<file path="src/rtl/ysyx_24100005_ifu_if.sv">
// ysyx_24100005_ifu_if
// Bundles every handshake/bus signal of the instruction fetch unit:
//   imem request  : imem_req_valid/imem_req_ready/imem_req_addr
//   imem response : imem_resp_valid/imem_resp_data/imem_resp_err
//   fetch output  : out_valid/out_ready/out_pc/out_inst/out_fault
//   redirect      : redirect_valid/redirect_pc
// master = IFU side, slave = memory + consumer + redirect source side.
interface ysyx_24100005_ifu_if;
    logic        imem_req_valid;
    logic        imem_req_ready;
    logic [31:0] imem_req_addr;
    logic        imem_resp_valid;
    logic [31:0] imem_resp_data;
    logic        imem_resp_err;
    logic        out_valid;
    logic        out_ready;
    logic [31:0] out_pc;
    logic [31:0] out_inst;
    logic        out_fault;
    logic        redirect_valid;
    logic [31:0] redirect_pc;

    modport master (
        output imem_req_valid, imem_req_addr, out_valid, out_pc, out_inst, out_fault,
        input  imem_req_ready, imem_resp_valid, imem_resp_data, imem_resp_err,
               out_ready, redirect_valid, redirect_pc
    );

    modport slave (
        input  imem_req_valid, imem_req_addr, out_valid, out_pc, out_inst, out_fault,
        output imem_req_ready, imem_resp_valid, imem_resp_data, imem_resp_err,
               out_ready, redirect_valid, redirect_pc
    );
endinterface

</file>
<file path="src/rtl/ysyx_24100005_ifu.sv">
// ysyx_24100005_ifu
// Instruction fetch unit: owns the PC, issues one word-aligned read per
// instruction (at most one outstanding), and presents the fetched word with
// its PC downstream. A redirect overrides the sequential PC and kills any
// in-flight fetch.
// Ports:
//   clk  - clock, all state on rising edge
//   rst  - asynchronous active-low reset
//   bus  - ysyx_24100005_ifu_if.master (imem req/resp, output, redirect)
module ysyx_24100005_ifu #(
    parameter logic [31:0] RESET_PC = 32'h8000_0000
) (
    input  logic                     clk,
    input  logic                     rst,
    ysyx_24100005_ifu_if.master      bus
);
    typedef enum logic [1:0] {IDLE, REQ, WAIT, HOLD} state_e;

    state_e      fsm_q, fsm_d;
    logic [31:0] pc_q, pc_d;
    logic [31:0] inst_q, inst_d;
    logic        fault_q, fault_d;
    logic        kill_q, kill_d;   // response of the in-flight request must be dropped

    logic req_hs;
    assign req_hs = (fsm_q == REQ) && bus.imem_req_ready;

    always_ff @(posedge clk or negedge rst) begin
        if (!rst) begin
            fsm_q   <= IDLE;
            pc_q    <= RESET_PC;
            inst_q  <= 32'h0;
            fault_q <= 1'b0;
            kill_q  <= 1'b0;
        end else begin
            fsm_q   <= fsm_d;
            pc_q    <= pc_d;
            inst_q  <= inst_d;
            fault_q <= fault_d;
            kill_q  <= kill_d;
        end
    end

    always_comb begin
        fsm_d   = fsm_q;
        pc_d    = pc_q;
        inst_d  = inst_q;
        fault_d = fault_q;
        kill_d  = kill_q;

        if (bus.redirect_valid) begin
            // Redirect wins over everything; a response arriving in the same
            // cycle belongs to the old path and is never latched.
            pc_d = bus.redirect_pc & 32'hFFFF_FFFC;
            unique case (fsm_q)
                IDLE: fsm_d = REQ;
                REQ: begin
                    if (req_hs) begin
                        fsm_d  = WAIT;
                        kill_d = 1'b1;
                    end
                end
                WAIT: begin
                    if (bus.imem_resp_valid) begin
                        fsm_d  = REQ;
                        kill_d = 1'b0;
                    end else begin
                        kill_d = 1'b1;
                    end
                end
                HOLD: fsm_d = REQ;
                default: fsm_d = IDLE;
            endcase
        end else begin
            unique case (fsm_q)
                IDLE: fsm_d = REQ;
                REQ: begin
                    if (req_hs) begin
                        fsm_d  = WAIT;
                        kill_d = 1'b0;
                    end
                end
                WAIT: begin
                    if (bus.imem_resp_valid) begin
                        if (kill_q) begin
                            // Drain the stale response, then fetch the redirect target.
                            fsm_d  = REQ;
                            kill_d = 1'b0;
                        end else begin
                            inst_d  = bus.imem_resp_data;
                            fault_d = bus.imem_resp_err;
                            fsm_d   = HOLD;
                        end
                    end
                end
                HOLD: begin
                    if (bus.out_ready) begin
                        pc_d  = pc_q + 32'd4;   // wraps naturally at 2^32
                        fsm_d = REQ;
                    end
                end
                default: fsm_d = IDLE;
            endcase
        end
    end

    assign bus.imem_req_valid = (fsm_q == REQ);
    assign bus.imem_req_addr  = pc_q;
    assign bus.out_valid      = (fsm_q == HOLD);
    assign bus.out_pc         = pc_q;
    assign bus.out_inst       = inst_q;
    assign bus.out_fault      = fault_q;
endmodule

</file>
<file path="src/flat_wrapper.sv">
// flat-port wrapper written by rule: the top's interface ports become plain ports
module ysyx_24100005_ifu_flat 
#(
    parameter logic [31:0] RESET_PC = 32'h8000_0000
)
  (clk, rst, bus_imem_req_valid, bus_imem_req_addr, bus_out_valid, bus_out_pc, bus_out_inst, bus_out_fault, bus_imem_req_ready, bus_imem_resp_valid, bus_imem_resp_data, bus_imem_resp_err, bus_out_ready, bus_redirect_valid, bus_redirect_pc);
  ysyx_24100005_ifu_if bus_i ();
  input  logic clk;
  input  logic rst;
  output wire logic [$bits(bus_i.imem_req_valid)-1:0] bus_imem_req_valid;
  output wire logic [$bits(bus_i.imem_req_addr)-1:0] bus_imem_req_addr;
  output wire logic [$bits(bus_i.out_valid)-1:0] bus_out_valid;
  output wire logic [$bits(bus_i.out_pc)-1:0] bus_out_pc;
  output wire logic [$bits(bus_i.out_inst)-1:0] bus_out_inst;
  output wire logic [$bits(bus_i.out_fault)-1:0] bus_out_fault;
  input wire logic [$bits(bus_i.imem_req_ready)-1:0] bus_imem_req_ready;
  input wire logic [$bits(bus_i.imem_resp_valid)-1:0] bus_imem_resp_valid;
  input wire logic [$bits(bus_i.imem_resp_data)-1:0] bus_imem_resp_data;
  input wire logic [$bits(bus_i.imem_resp_err)-1:0] bus_imem_resp_err;
  input wire logic [$bits(bus_i.out_ready)-1:0] bus_out_ready;
  input wire logic [$bits(bus_i.redirect_valid)-1:0] bus_redirect_valid;
  input wire logic [$bits(bus_i.redirect_pc)-1:0] bus_redirect_pc;
  assign bus_imem_req_valid = bus_i.imem_req_valid;
  assign bus_imem_req_addr = bus_i.imem_req_addr;
  assign bus_out_valid = bus_i.out_valid;
  assign bus_out_pc = bus_i.out_pc;
  assign bus_out_inst = bus_i.out_inst;
  assign bus_out_fault = bus_i.out_fault;
  assign bus_i.imem_req_ready = bus_imem_req_ready;
  assign bus_i.imem_resp_valid = bus_imem_resp_valid;
  assign bus_i.imem_resp_data = bus_imem_resp_data;
  assign bus_i.imem_resp_err = bus_imem_resp_err;
  assign bus_i.out_ready = bus_out_ready;
  assign bus_i.redirect_valid = bus_redirect_valid;
  assign bus_i.redirect_pc = bus_redirect_pc;
  ysyx_24100005_ifu #(.RESET_PC(RESET_PC)) u_core (.clk(clk), .rst(rst), .bus(bus_i));
endmodule
</file>
<file path="config.mk">
export PLATFORM = sky130hd
export DESIGN_NAME = ysyx_24100005_ifu_flat
export DESIGN_NICKNAME = d
export VERILOG_FILES = /design/src/rtl/ysyx_24100005_ifu_if.sv /design/src/rtl/ysyx_24100005_ifu.sv /design/src/flat_wrapper.sv
export SDC_FILE = /design/constraint.sdc
export NUM_CORES = 1
export LEC_CHECK = 0
export ABC_AREA = 1
export BUFFER_PORTS_ARGS = -buffer_cell sky130_fd_sc_hd__buf_2
export CORE_MARGIN = 10
export CORE_UTILIZATION = 50
export DETAILED_ROUTE_END_ITERATION = 6
export PLACE_DENSITY = 0.83
export SLEW_MARGIN = 25
export SYNTH_ARGS = -nofsm -noshare
export SYNTH_HDL_FRONTEND = slang
export SYNTH_SLANG_ARGS = --single-unit
</file>
<file path="constraint.sdc">
create_clock -name clk -period 3.1 [get_ports clk]
set_clock_uncertainty 0.1 [all_clocks]
set_input_delay 0.155 -clock clk [delete_from_list [all_inputs] [get_ports clk]]
set_output_delay 0.155 -clock clk [all_outputs]
set_load 0.02 [all_outputs]
</file>
; After elaboration in Yosys (flattened, before gate mapping)
; Index checks and enable logic that the tools add are counted.
[op_classes]
n_addsub = 1
eq_ne = 7
n_mux = 18
bitwise_logic = 2
n_reduce_logical = 10
[op_table]
columns = operator, n
row1 = 32-bit two-way mux, 3
row2 = "32-bit by 3-bit adder with 32-bit output, second input constant", 1
row3 = 2-bit two-way mux, 6
row4 = 2-bit case mux with 4 select lines, 1
row5 = 2-bit case mux with 3 select lines, 1
row6 = 2-bit nonzero test, 3
row7 = 1-bit two-way mux, 5
row8 = "2-bit equality test, second input constant", 2
row9 = 1-bit case mux with 2 select lines, 2
row10 = 2-bit AND reduction, 2
row11 = 4-bit AND reduction, 1
row12 = "3-bit by 1-bit inequality test with 1-bit output, second input constant", 1
row13 = "3-bit inequality test, second input constant", 1
row14 = 3-bit AND reduction, 1
row15 = "2-bit by 1-bit equality test with 1-bit output, second input constant", 1
row16 = 2-bit logical NOT, 1
row17 = "2-bit by 1-bit inequality test with 1-bit output, second input constant", 1
row18 = "2-bit inequality test, second input constant", 1
row19 = 1-bit inverter, 2
row20 = 2-bit OR reduction, 1
row21 = 1-bit logical AND, 1
[word_totals]
ff_bits = 68
inputBits = 71
out_inout_bits = 99
elab_cells = 43

; Longest topological paths before layout
; Gate-level depths: netlist of the first run.
[depth]
depth_word = 5
mapped_depth = 10
ltp_nobuf = 10

; Least setup slack after synthesis of the first run
; Ideal clock, no wire load.
[synth_timing]
path_type = reg-to-reg
start = register u_core.fsm_q[0]
end = register u_core.fault_q (netlist: u_core.bus.out_fault)
setup_time_ns = 0.125
arrival_time_ns = 1.568
required_ns = 2.875
setup_slack_ns = 1.307
stages_incl_launch_ff = 8
n_path_buf = 2
synth_period_minus_slack_ns = 1.793
cell_sequence = dfrtp_1 inv_1 ha_1 nand2_1 or3_1 buf_6 buf_12 mux2_4
[synth_via]
elab_chain_len = 2
[synth_lines]
columns = element, line_no
row1 = from (decl), ysyx_24100005_ifu.sv:19  ; state_e fsm_q, fsm_d;
row2 = from (signal assigned), ysyx_24100005_ifu.sv:36  ; fsm_q <= fsm_d;
row3 = 2-bit equality test, ysyx_24100005_ifu.sv:75  ; unique case (fsm_q)
row4 = 4-bit AND reduction (no source line), --
row5 = to (signal assigned), ysyx_24100005_ifu.sv:39  ; fault_q <= fault_d;
row6 = to (decl), ysyx_24100005_ifu.sv:22  ; logic fault_q, fault_d;
; Every way passes these cells.
; A chain may end at the register's enable or synchronous reset.

; Final worst setup path of the first run
[layout_timing]
start = register u_core.fsm_q[1]
end = register u_core.pc_q[8] (netlist: u_core.bus.imem_req_addr[8])
[layout_via]
elab_chain_len = 3
[layout_lines]
columns = element, line_no
row1 = 2-bit equality test, ysyx_24100005_ifu.sv:75
row2 = 2-bit nonzero test (no source line), --
row3 = 2-bit AND reduction (no source line), --
row4 = to (signal assigned), ysyx_24100005_ifu.sv:37  ; pc_q <= pc_d;
row5 = to (decl), ysyx_24100005_ifu.sv:20  ; logic [31:0] pc_q, pc_d;
; Every way passes these cells.

==> run_summary.xml, run 1 <==
<?xml version="1.0" encoding="UTF-8"?>
<metrics>
  <group name="hold_path">
    <metric name="worst_hold_path_ep" unit="">u_core.bus.imem_req_addr[26]</metric>
    <metric name="timing.hold.worst.start" unit="">bus_redirect_pc[26]</metric>
    <metric name="min-delay-path-class" unit="">input pin to flip-flop</metric>
    <metric name="min_delay_path_depth" unit="">5</metric>
  </group>
  <group name="layout">
    <metric name="insertedDiodeCount" unit="">0</metric>
    <metric name="postLayoutCoreUtil" unit="%">69.6</metric>
    <metric name="most-common-layout-cells" unit="">163 x sky130_fd_sc_hd__buf_2, 134 x sky130_fd_sc_hd__nand2_1, 65 x sky130_fd_sc_hd__dfrtp_1</metric>
    <metric name="final_net_count" unit="">739</metric>
    <metric name="mostFrequentLayoutCell" unit="">sky130_fd_sc_hd__buf_2</metric>
    <metric name="fin_area" unit="um2">5380</metric>
    <metric name="instances_no_fill" unit="">770</metric>
    <metric name="area_overhead_of_the_layout_relative_to_synthesis" unit="%">35.4</metric>
    <metric name="share_of_final_layout_standard_cells_stronger_than_drive_strength_1" unit="%">33.2</metric>
    <metric name="nFillCells" unit="">582</metric>
  </group>
  <group name="timing">
    <metric name="final_min_period_over_clock_period" unit="%">73.8</metric>
    <metric name="setup-violations-final" unit="">0</metric>
    <metric name="grt_setup_unrepaired" unit="">no</metric>
    <metric name="final_sum_of_negative_setup_slack" unit="ns">0</metric>
    <metric name="finalWorstPathRequiredPeriod" unit="ns">2.29</metric>
    <metric name="slew-limit-headroom" unit="%">55.9</metric>
    <metric name="tightestPinTransition" unit="ns">0.661</metric>
    <metric name="maxClockFrequency" unit="MHz">437</metric>
    <metric name="fin_max_slew_vios" unit="">0</metric>
    <metric name="final-hold-violation-count" unit="">0</metric>
  </group>
  <group name="setup_path">
    <metric name="launch_instance_of_the_worst_register_to_register_path" unit="">u_core.fsm_q[1]</metric>
    <metric name="rr_endpoint" unit="">u_core.bus.imem_req_addr[8]</metric>
    <metric name="worst-endpoint-arrival" unit="ns">2.48</metric>
    <metric name="worst-r2r-cell-count" unit="">7</metric>
    <metric name="worst-endpoint-required" unit="ns">3.29</metric>
    <metric name="end_kind" unit="">flip-flop</metric>
    <metric name="critical_path_start_end_classification" unit="">flip-flop to flip-flop</metric>
    <metric name="worstPathMaxFanout" unit="">15</metric>
    <metric name="r2r_setup_slack" unit="ns">0.81</metric>
    <metric name="setup.worst_path.start_class" unit="">flip-flop</metric>
  </group>
  <group name="synth">
    <metric name="warnings_from_yosys" unit="">0</metric>
    <metric name="count_of_flip_flops_with_a_built_in_enable_after_synthesis" unit="">0</metric>
    <metric name="synthDominantAreaCellType" unit="">sky130_fd_sc_hd__dfrtp_1</metric>
    <metric name="synth_area_leaders" unit="">sky130_fd_sc_hd__dfrtp_1 41%, sky130_fd_sc_hd__nand2_1 13%, sky130_fd_sc_hd__mux2_4 11%</metric>
    <metric name="synth_async_sr_flop_share" unit="%">100</metric>
    <metric name="synth.ff_latch_count" unit="">66</metric>
    <metric name="netlist_area" unit="um2">3970</metric>
    <metric name="dominantRegCellSynth" unit="">sky130_fd_sc_hd__dfrtp_1</metric>
    <metric name="synth_seq_area_share" unit="%">41.6</metric>
    <metric name="netlist.area_leader.share" unit="%">40.9</metric>
    <metric name="syn-instance-count" unit="">473</metric>
    <metric name="synth.avg_cell_area" unit="um2">8.40</metric>
    <metric name="post_synthesis_cell_type_count" unit="">33</metric>
  </group>
  <group name="power_and_ir_drop">
    <metric name="share_seq_of_total_power" unit="%">36.2</metric>
    <metric name="peak_vdd_ir" unit="mV">0.352</metric>
    <metric name="pwr-share-comb" unit="%">42.3</metric>
    <metric name="power_switching" unit="mW">1.59</metric>
    <metric name="total_leakage_power" unit="nW">2.89</metric>
    <metric name="internal_power" unit="mW">2.31</metric>
    <metric name="power_density" unit="nW/um2">726</metric>
    <metric name="power.switching_fraction" unit="%">40.8</metric>
    <metric name="power_frac_clock" unit="%">21.5</metric>
    <metric name="power.total" unit="mW">3.90</metric>
  </group>
  <group name="routing">
    <metric name="totalWireLength" unit="mm">13.6</metric>
    <metric name="detailroute.via_count" unit="">3866</metric>
    <metric name="route.detailed.wl_per_inst" unit="um">17.7</metric>
    <metric name="drt_first_pass_iters" unit="">4</metric>
    <metric name="detailedRoute.firstIterationViolations" unit="">240</metric>
    <metric name="drtAntennaViolNets" unit="">0</metric>
    <metric name="avgViaCountPerCell" unit="">5.02</metric>
    <metric name="drcViolationCount" unit="">0</metric>
  </group>
  <group name="cts">
    <metric name="tritoncts" unit="">yes</metric>
    <metric name="cts.sinks" unit="">66</metric>
    <metric name="cts-buffers-inserted" unit="">9</metric>
    <metric name="post_cts.repair.setup_buffers" unit="">0</metric>
    <metric name="clock_insertion_delay_worst_skew" unit="ns">0.35</metric>
    <metric name="htree_levels" unit="">3</metric>
    <metric name="cts_root_buf" unit="">sky130_fd_sc_hd__clkbuf_8</metric>
    <metric name="cts-root-to-sink-buffers" unit="">2</metric>
    <metric name="cts_repair_resize_count" unit="">0</metric>
    <metric name="clock_transition_time_at_the_flip_flop_clock_pins_of_the_worst_setup_and_hold_paths" unit="ns">0.08</metric>
  </group>
  <group name="floorplan">
    <metric name="floorplan.core_area" unit="um2">7730</metric>
    <metric name="die_area" unit="um2">11900</metric>
    <metric name="initial_core_util" unit="%">51.4</metric>
    <metric name="die-width" unit="um">109</metric>
    <metric name="io_pins" unit="">170</metric>
    <metric name="num_rows" unit="">32</metric>
    <metric name="die-height" unit="um">109</metric>
  </group>
  <group name="placed_design">
    <metric name="dp_hpwl" unit="mm">9.55</metric>
    <metric name="post-place-cells" unit="">700</metric>
    <metric name="dpl_cell_area" unit="um2">4610</metric>
    <metric name="routabilityCongestion" unit="">0.941</metric>
    <metric name="port_buffer_count" unit="">163</metric>
  </group>
  <group name="outcome">
    <metric name="status" unit="">completed</metric>
  </group>
  <group name="global_routing">
    <metric name="initial_antenna_violation_count" unit="">0</metric>
    <metric name="globalRouteTotalUtil" unit="%">23.1</metric>
    <metric name="grt_max_degree" unit="">34</metric>
    <metric name="first_global_vias" unit="">4044</metric>
    <metric name="globalRouteOverflowTotal" unit="">0</metric>
    <metric name="grt_pass1_wl" unit="mm">21.8</metric>
  </group>
  <group name="job">
    <metric name="max-cap-violations" unit="">0</metric>
  </group>
</metrics>
==> state kept, by name, summed over array words and instances, names as in the netlist <==
signal	cells
u_core.bus.imem_req_addr	30
u_core.fsm_q	2
u_core.bus.out_fault	1
u_core.bus.out_inst	32
u_core.kill_q	1
==> kinds of logic (layout without fill, tap and decap cells) <==
| group | after synthesis | in the layout | share of synthesized area (%) |
|---|---|---|---|
| flops | 66 | 66 | 41.6 |
| compound gates | 41 | 41 | 6.11 |
| other cells | 1 | 4 | 0.0944 |
| mux | 33 | 33 | 12.2 |
| xor+xnor | 8 | 8 | 1.76 |
| fa+ha+maj | 5 | 5 | 1.57 |
| buf+inv | 82 | 274 | 12.4 |
| simple gates | 237 | 237 | 24.2 |
==> how the worst max path moves through the flow <==
stage | from | to | cells after the start | slack [ns]
after floorplan | u_core.fsm_q[0] | u_core.bus.out_fault | 7 | 1.31
after global placement | u_core.fsm_q[0] | u_core.bus.imem_req_addr[8] | 7 | 0.63
after detailed placement | u_core.fsm_q[1] | u_core.bus.imem_req_addr[8] | 7 | 0.56
after CTS | u_core.fsm_q[1] | u_core.bus.imem_req_addr[8] | 7 | 0.54
after global routing | u_core.fsm_q[1] | u_core.bus.imem_req_addr[17] | 7 | 0.69
final | u_core.fsm_q[1] | u_core.bus.imem_req_addr[8] | 7 | 0.81
==> Yosys cell counts, types with 2 or more instances <==
cell type                  instances
sky130_fd_sc_hd__xor2_1            5
sky130_fd_sc_hd__o21bai_1          5
sky130_fd_sc_hd__mux2_2            3
sky130_fd_sc_hd__o211ai_1          6
sky130_fd_sc_hd__a22o_1            2
sky130_fd_sc_hd__inv_1            35
sky130_fd_sc_hd__dfrtp_1          65
sky130_fd_sc_hd__o21ai_0          16
sky130_fd_sc_hd__nor2_1           53
sky130_fd_sc_hd__clkbuf_1          5
sky130_fd_sc_hd__mux2_4           30
sky130_fd_sc_hd__ha_1              5
sky130_fd_sc_hd__nand2_1         134
sky130_fd_sc_hd__xnor2_1           3
sky130_fd_sc_hd__buf_12            3
sky130_fd_sc_hd__a21oi_1          10
sky130_fd_sc_hd__nor3_1            2
sky130_fd_sc_hd__and2_1            2
sky130_fd_sc_hd__nand3_1          41
sky130_fd_sc_hd__buf_2             2
sky130_fd_sc_hd__buf_4            34
==> metrics by stage <==
| stage | hold slack, ns | worst slack [ns] |
|---|---|---|
| 2_1_floorplan | -0.241 | 1.31 |
| 3_3_place_gp | 0.0928 | 0.629 |
| 3_5_place_dp | 0.0986 | 0.555 |
| 4_1_cts | 0.00507 | 0.541 |
| 5_1_grt | 0.0317 | 0.689 |
| 6_report | 0.00981 | 0.811 |
==> critical path, cell delays in order, from the launching register on <==
cell and delay (ns):
sky130_fd_sc_hd__dfrtp_1 0.44, sky130_fd_sc_hd__ha_1 0.23, sky130_fd_sc_hd__nand2_1 0.21, sky130_fd_sc_hd__nor2_2 0.58
sky130_fd_sc_hd__inv_1 0.28, sky130_fd_sc_hd__o211ai_1 0.22, sky130_fd_sc_hd__o21ai_0 0.10, sky130_fd_sc_hd__nand2_1 0.06
==> layer usage <==
metal | track usage, % | part of all wire [%]
met3 | 6.61 | 11
met2 | 38.9 | 49
met1 | 28.4 | 40
met5 | 0 | 0
met4 | 5.37 | 0.81
==> final cells by class <==
class	count	area [um2]	share of cell area [%]
multi-input cells	328	1840	34.3
repair buffers	222	1390	25.9
clock inverters	6	88.8	1.65
inverters	36	135	2.51
clock buffers	10	138	2.56
flip-flops and latches	66	1650	30.7
well taps	102	128	2.37
==> power by group through the flow <==
stage | Clock, mW | Sequential [mW] | Combinational (mW)
floorplan | 0 | 1.69 | 0.786
global placement | 0 | 1.38 | 1.54
detailed placement | 0 | 1.40 | 1.58
CTS | 0.847 | 1.38 | 1.64
global route | 0.888 | 1.45 | 1.78
finish | 0.839 | 1.41 | 1.65
==> what timing repair did <==
action	in CTS	in global routing
endpoints found under the setup margin	0	0
endpoints found under the hold margin	80	0
hold buffers	54	0
Note: power is estimated with default switching activity, not from simulation.
==> inputs of run 2 (changes only) <==
--- a/config.mk
+++ b/config.mk
@@ -8,9 +8,9 @@
 export ABC_AREA = 1
 export BUFFER_PORTS_ARGS = -buffer_cell sky130_fd_sc_hd__buf_2
 export CORE_MARGIN = 10
-export CORE_UTILIZATION = 50
+export CORE_UTILIZATION = 48
 export DETAILED_ROUTE_END_ITERATION = 6
-export PLACE_DENSITY = 0.83
+export PLACE_DENSITY = 0.8
 export SLEW_MARGIN = 25
 export SYNTH_ARGS = -nofsm -noshare
 export SYNTH_HDL_FRONTEND = slang
==> constraint.sdc (replaced) <==
create_clock -name clk -period 2.3 [get_ports clk]
set_clock_uncertainty 0.1 [all_clocks]
set_input_delay 0.115 -clock clk [delete_from_list [all_inputs] [get_ports clk]]
set_output_delay 0.115 -clock clk [all_outputs]
set_load 0.02 [all_outputs]
==> run 2 against run 1 <==
  * Design area rose by 3.0%
  * Core utilization fell by 1.5 points
  * Die area rose by 3.4%
  * Wire length fell by 5.3%
  * Via count rose by 0.21%
  * Combinational power rose by 35%
  * Power rose by 36%
  * Worst hold slack improved by 0.022 ns
  * Critical path type unchanged
  * Largest cell class unchanged
==> run_summary.xml, run 2 (synthesis results as in run 1) <==
<?xml version="1.0" encoding="UTF-8"?>
<metrics>
  <group name="setup_path">
    <metric name="rr_endpoint" unit="">u_core.bus.out_fault</metric>
    <metric name="end_kind" unit="">flip-flop</metric>
    <metric name="setup.worst_path.start_class" unit="">flip-flop</metric>
    <metric name="launch_instance_of_the_worst_register_to_register_path" unit="">u_core.fsm_q[0]</metric>
    <metric name="worst-endpoint-required" unit="ns">2.42</metric>
    <metric name="r2r_setup_slack" unit="ns">0.33</metric>
    <metric name="worst-endpoint-arrival" unit="ns">2.09</metric>
    <metric name="worstPathMaxFanout" unit="">33</metric>
    <metric name="critical_path_start_end_classification" unit="">flip-flop to flip-flop</metric>
    <metric name="worst-r2r-cell-count" unit="">6</metric>
    <metric name="critical-path-slowest-cell" unit="">sky130_fd_sc_hd__or3_2</metric>
    <metric name="timing.critical_path.slowest_cell_delay" unit="ns">0.44</metric>
    <metric name="crit_path_cell_trace" unit="">inv_1, ha_1, nand2_1, or3_2, buf_12, mux2_4</metric>
  </group>
  <group name="hold_path">
    <metric name="timing.hold.worst.start" unit="">bus_redirect_pc[15]</metric>
    <metric name="min_delay_path_depth" unit="">3</metric>
    <metric name="min-delay-path-class" unit="">input pin to flip-flop</metric>
    <metric name="worst_hold_path_ep" unit="">u_core.bus.imem_req_addr[15]</metric>
  </group>
  <group name="floorplan">
    <metric name="io_pins" unit="">170</metric>
    <metric name="die_area" unit="um2">12300</metric>
    <metric name="num_rows" unit="">33</metric>
    <metric name="floorplan.core_area" unit="um2">8130</metric>
    <metric name="initial_core_util" unit="%">48.8</metric>
    <metric name="die-height" unit="um">111</metric>
    <metric name="die-width" unit="um">111</metric>
  </group>
  <group name="cts">
    <metric name="clock_insertion_delay_worst_skew" unit="ns">0.34</metric>
    <metric name="htree_levels" unit="">3</metric>
    <metric name="cts-root-to-sink-buffers" unit="">2</metric>
    <metric name="cts_root_buf" unit="">sky130_fd_sc_hd__clkbuf_8</metric>
    <metric name="tritoncts" unit="">yes</metric>
    <metric name="clock_transition_time_at_the_flip_flop_clock_pins_of_the_worst_setup_and_hold_paths" unit="ns">0.07</metric>
    <metric name="cts.sinks" unit="">66</metric>
    <metric name="cts-buffers-inserted" unit="">9</metric>
    <metric name="post_cts.repair.setup_buffers" unit="">0</metric>
  </group>
  <group name="power_and_ir_drop">
    <metric name="peak_vdd_ir" unit="mV">0.489</metric>
    <metric name="power.total" unit="mW">5.31</metric>
    <metric name="total_leakage_power" unit="nW">2.96</metric>
    <metric name="power_density" unit="nW/um2">959</metric>
  </group>
  <group name="global_routing">
    <metric name="use_met3" unit="%">5.79</metric>
    <metric name="grt_pass1_wl" unit="mm">20.9</metric>
    <metric name="grt_use_met1" unit="%">24.7</metric>
    <metric name="grt_max_degree" unit="">38</metric>
    <metric name="globalRouteTotalUtil" unit="%">20.4</metric>
    <metric name="global_route.peak_usage_layer" unit="">met2</metric>
    <metric name="met2_usage_in_global_routing" unit="%">34.6</metric>
    <metric name="globalRouteOverflowTotal" unit="">0</metric>
    <metric name="initial_antenna_violation_count" unit="">0</metric>
    <metric name="first_global_vias" unit="">3937</metric>
  </group>
  <group name="routing">
    <metric name="drtAntennaViolNets" unit="">0</metric>
    <metric name="avgViaCountPerCell" unit="">4.93</metric>
    <metric name="detailroute.via_count" unit="">3874</metric>
    <metric name="detailedRoute.firstIterationViolations" unit="">302</metric>
    <metric name="drcViolationCount" unit="">0</metric>
    <metric name="totalWireLength" unit="mm">12.9</metric>
    <metric name="route.detailed.wl_per_inst" unit="um">16.4</metric>
    <metric name="drt_first_pass_iters" unit="">4</metric>
  </group>
  <group name="layout">
    <metric name="final_net_count" unit="">752</metric>
    <metric name="insertedDiodeCount" unit="">0</metric>
    <metric name="multi_input_combinational_cell_area" unit="um2">1840</metric>
    <metric name="mostFrequentLayoutCell" unit="">sky130_fd_sc_hd__buf_2</metric>
    <metric name="register_area" unit="um2">1650</metric>
    <metric name="largest_register_ff_count" unit="">32</metric>
    <metric name="most-common-layout-cells" unit="">163 x sky130_fd_sc_hd__buf_2, 134 x sky130_fd_sc_hd__nand2_1, 65 x sky130_fd_sc_hd__dfrtp_1</metric>
    <metric name="postLayoutCoreUtil" unit="%">68.1</metric>
    <metric name="nFillCells" unit="">657</metric>
    <metric name="area_overhead_of_the_layout_relative_to_synthesis" unit="%">39.5</metric>
    <metric name="share_of_final_layout_standard_cells_stronger_than_drive_strength_1" unit="%">32.7</metric>
  </group>
  <group name="placed_design">
    <metric name="dp_hpwl" unit="mm">9.04</metric>
    <metric name="port_buffer_count" unit="">163</metric>
    <metric name="routabilityCongestion" unit="">0.899</metric>
  </group>
  <group name="outcome">
    <metric name="status" unit="">completed</metric>
  </group>
  <group name="job">
    <metric name="max-cap-violations" unit="">0</metric>
  </group>
  <group name="timing">
    <metric name="slew-limit-headroom" unit="%">42.9</metric>
    <metric name="maxClockFrequency" unit="MHz">508</metric>
    <metric name="tightestPinTransition" unit="ns">0.856</metric>
    <metric name="final-hold-violation-count" unit="">0</metric>
    <metric name="final_min_period_over_clock_period" unit="%">85.5</metric>
    <metric name="fin_max_slew_vios" unit="">0</metric>
    <metric name="finalWorstPathRequiredPeriod" unit="ns">1.97</metric>
    <metric name="grt_setup_unrepaired" unit="">no</metric>
    <metric name="setup-violations-final" unit="">0</metric>
    <metric name="final_sum_of_negative_setup_slack" unit="ns">0</metric>
  </group>
</metrics>
run 2: layout make-up:
class,instances,share of cell area (%)
clock buffers,10,2.30
clock inverters,6,2.08
inverters,36,2.44
multi-input cells,328,33.2
flip-flops and latches,66,29.8
well taps,105,2.37
repair buffers,235,27.8
run 2: worst max-delay path by stage:
stage	start	depth (start not counted)	endpoint
after global routing	u_core.bus.imem_req_addr[2]	10	u_core.bus.imem_req_addr[26]
final	u_core.fsm_q[0]	6	u_core.bus.out_fault
after detailed placement	u_core.fsm_q[0]	6	u_core.bus.out_inst[18]
after CTS	u_core.fsm_q[0]	6	u_core.bus.out_inst[7]
after floorplan	u_core.fsm_q[0]	7	u_core.bus.out_fault
after global placement	u_core.fsm_q[0]	6	u_core.bus.out_inst[18]
run 2: per-stage QoR:
| step | hold slack (ns) | std cells | area (um2) | setup WS [ns] |
|---|---|---|---|---|
| finish | 0.0321 | 786 | 5540 | 0.333 |
| global route | 0.0409 | 786 | 5540 | 0.112 |
| CTS | 0.0190 | 786 | 5540 | 0.338 |
| detailed placement | 0.170 | 706 | 4660 | 0.352 |
| global placement | 0.160 | 706 | 4660 | 0.400 |
| floorplan | -0.281 | 476 | 3980 | 0.507 |
run 2: repair_timing:
item	in CTS	in global routing
hold buffers	64	0
endpoints found under the hold margin	97	0
resized for setup	0	0
endpoints found under the setup margin	0	0
run 2: where the power goes:
group	internal (mW)	switching, mW	leakage [nW]
registers	1.54	0.337	0.831
clock network	0.724	0.478	0.117
logic	0.958	1.27	2.01
run 2: worst max-delay path: cells and delay by family (launching register included):
| kind | cells | cell delay, ns |
|---|---|---|
| simple gates | 2 | 0.50 |
| fa+ha+maj | 1 | 0.17 |
| buf+inv | 2 | 0.30 |
| flops | 1 | 0.43 |
| mux | 1 | 0.32 |
run 2: routing by layer:
| layer | vias up | share of wire [%] |
|---|---|---|
| met5 | - | 0 |
| met2 | 161 | 49 |
| met1 | 1807 | 42 |
| met4 | 0 | 1.2 |
| li1 | 1894 | - |
| met3 | 12 | 7.7 |
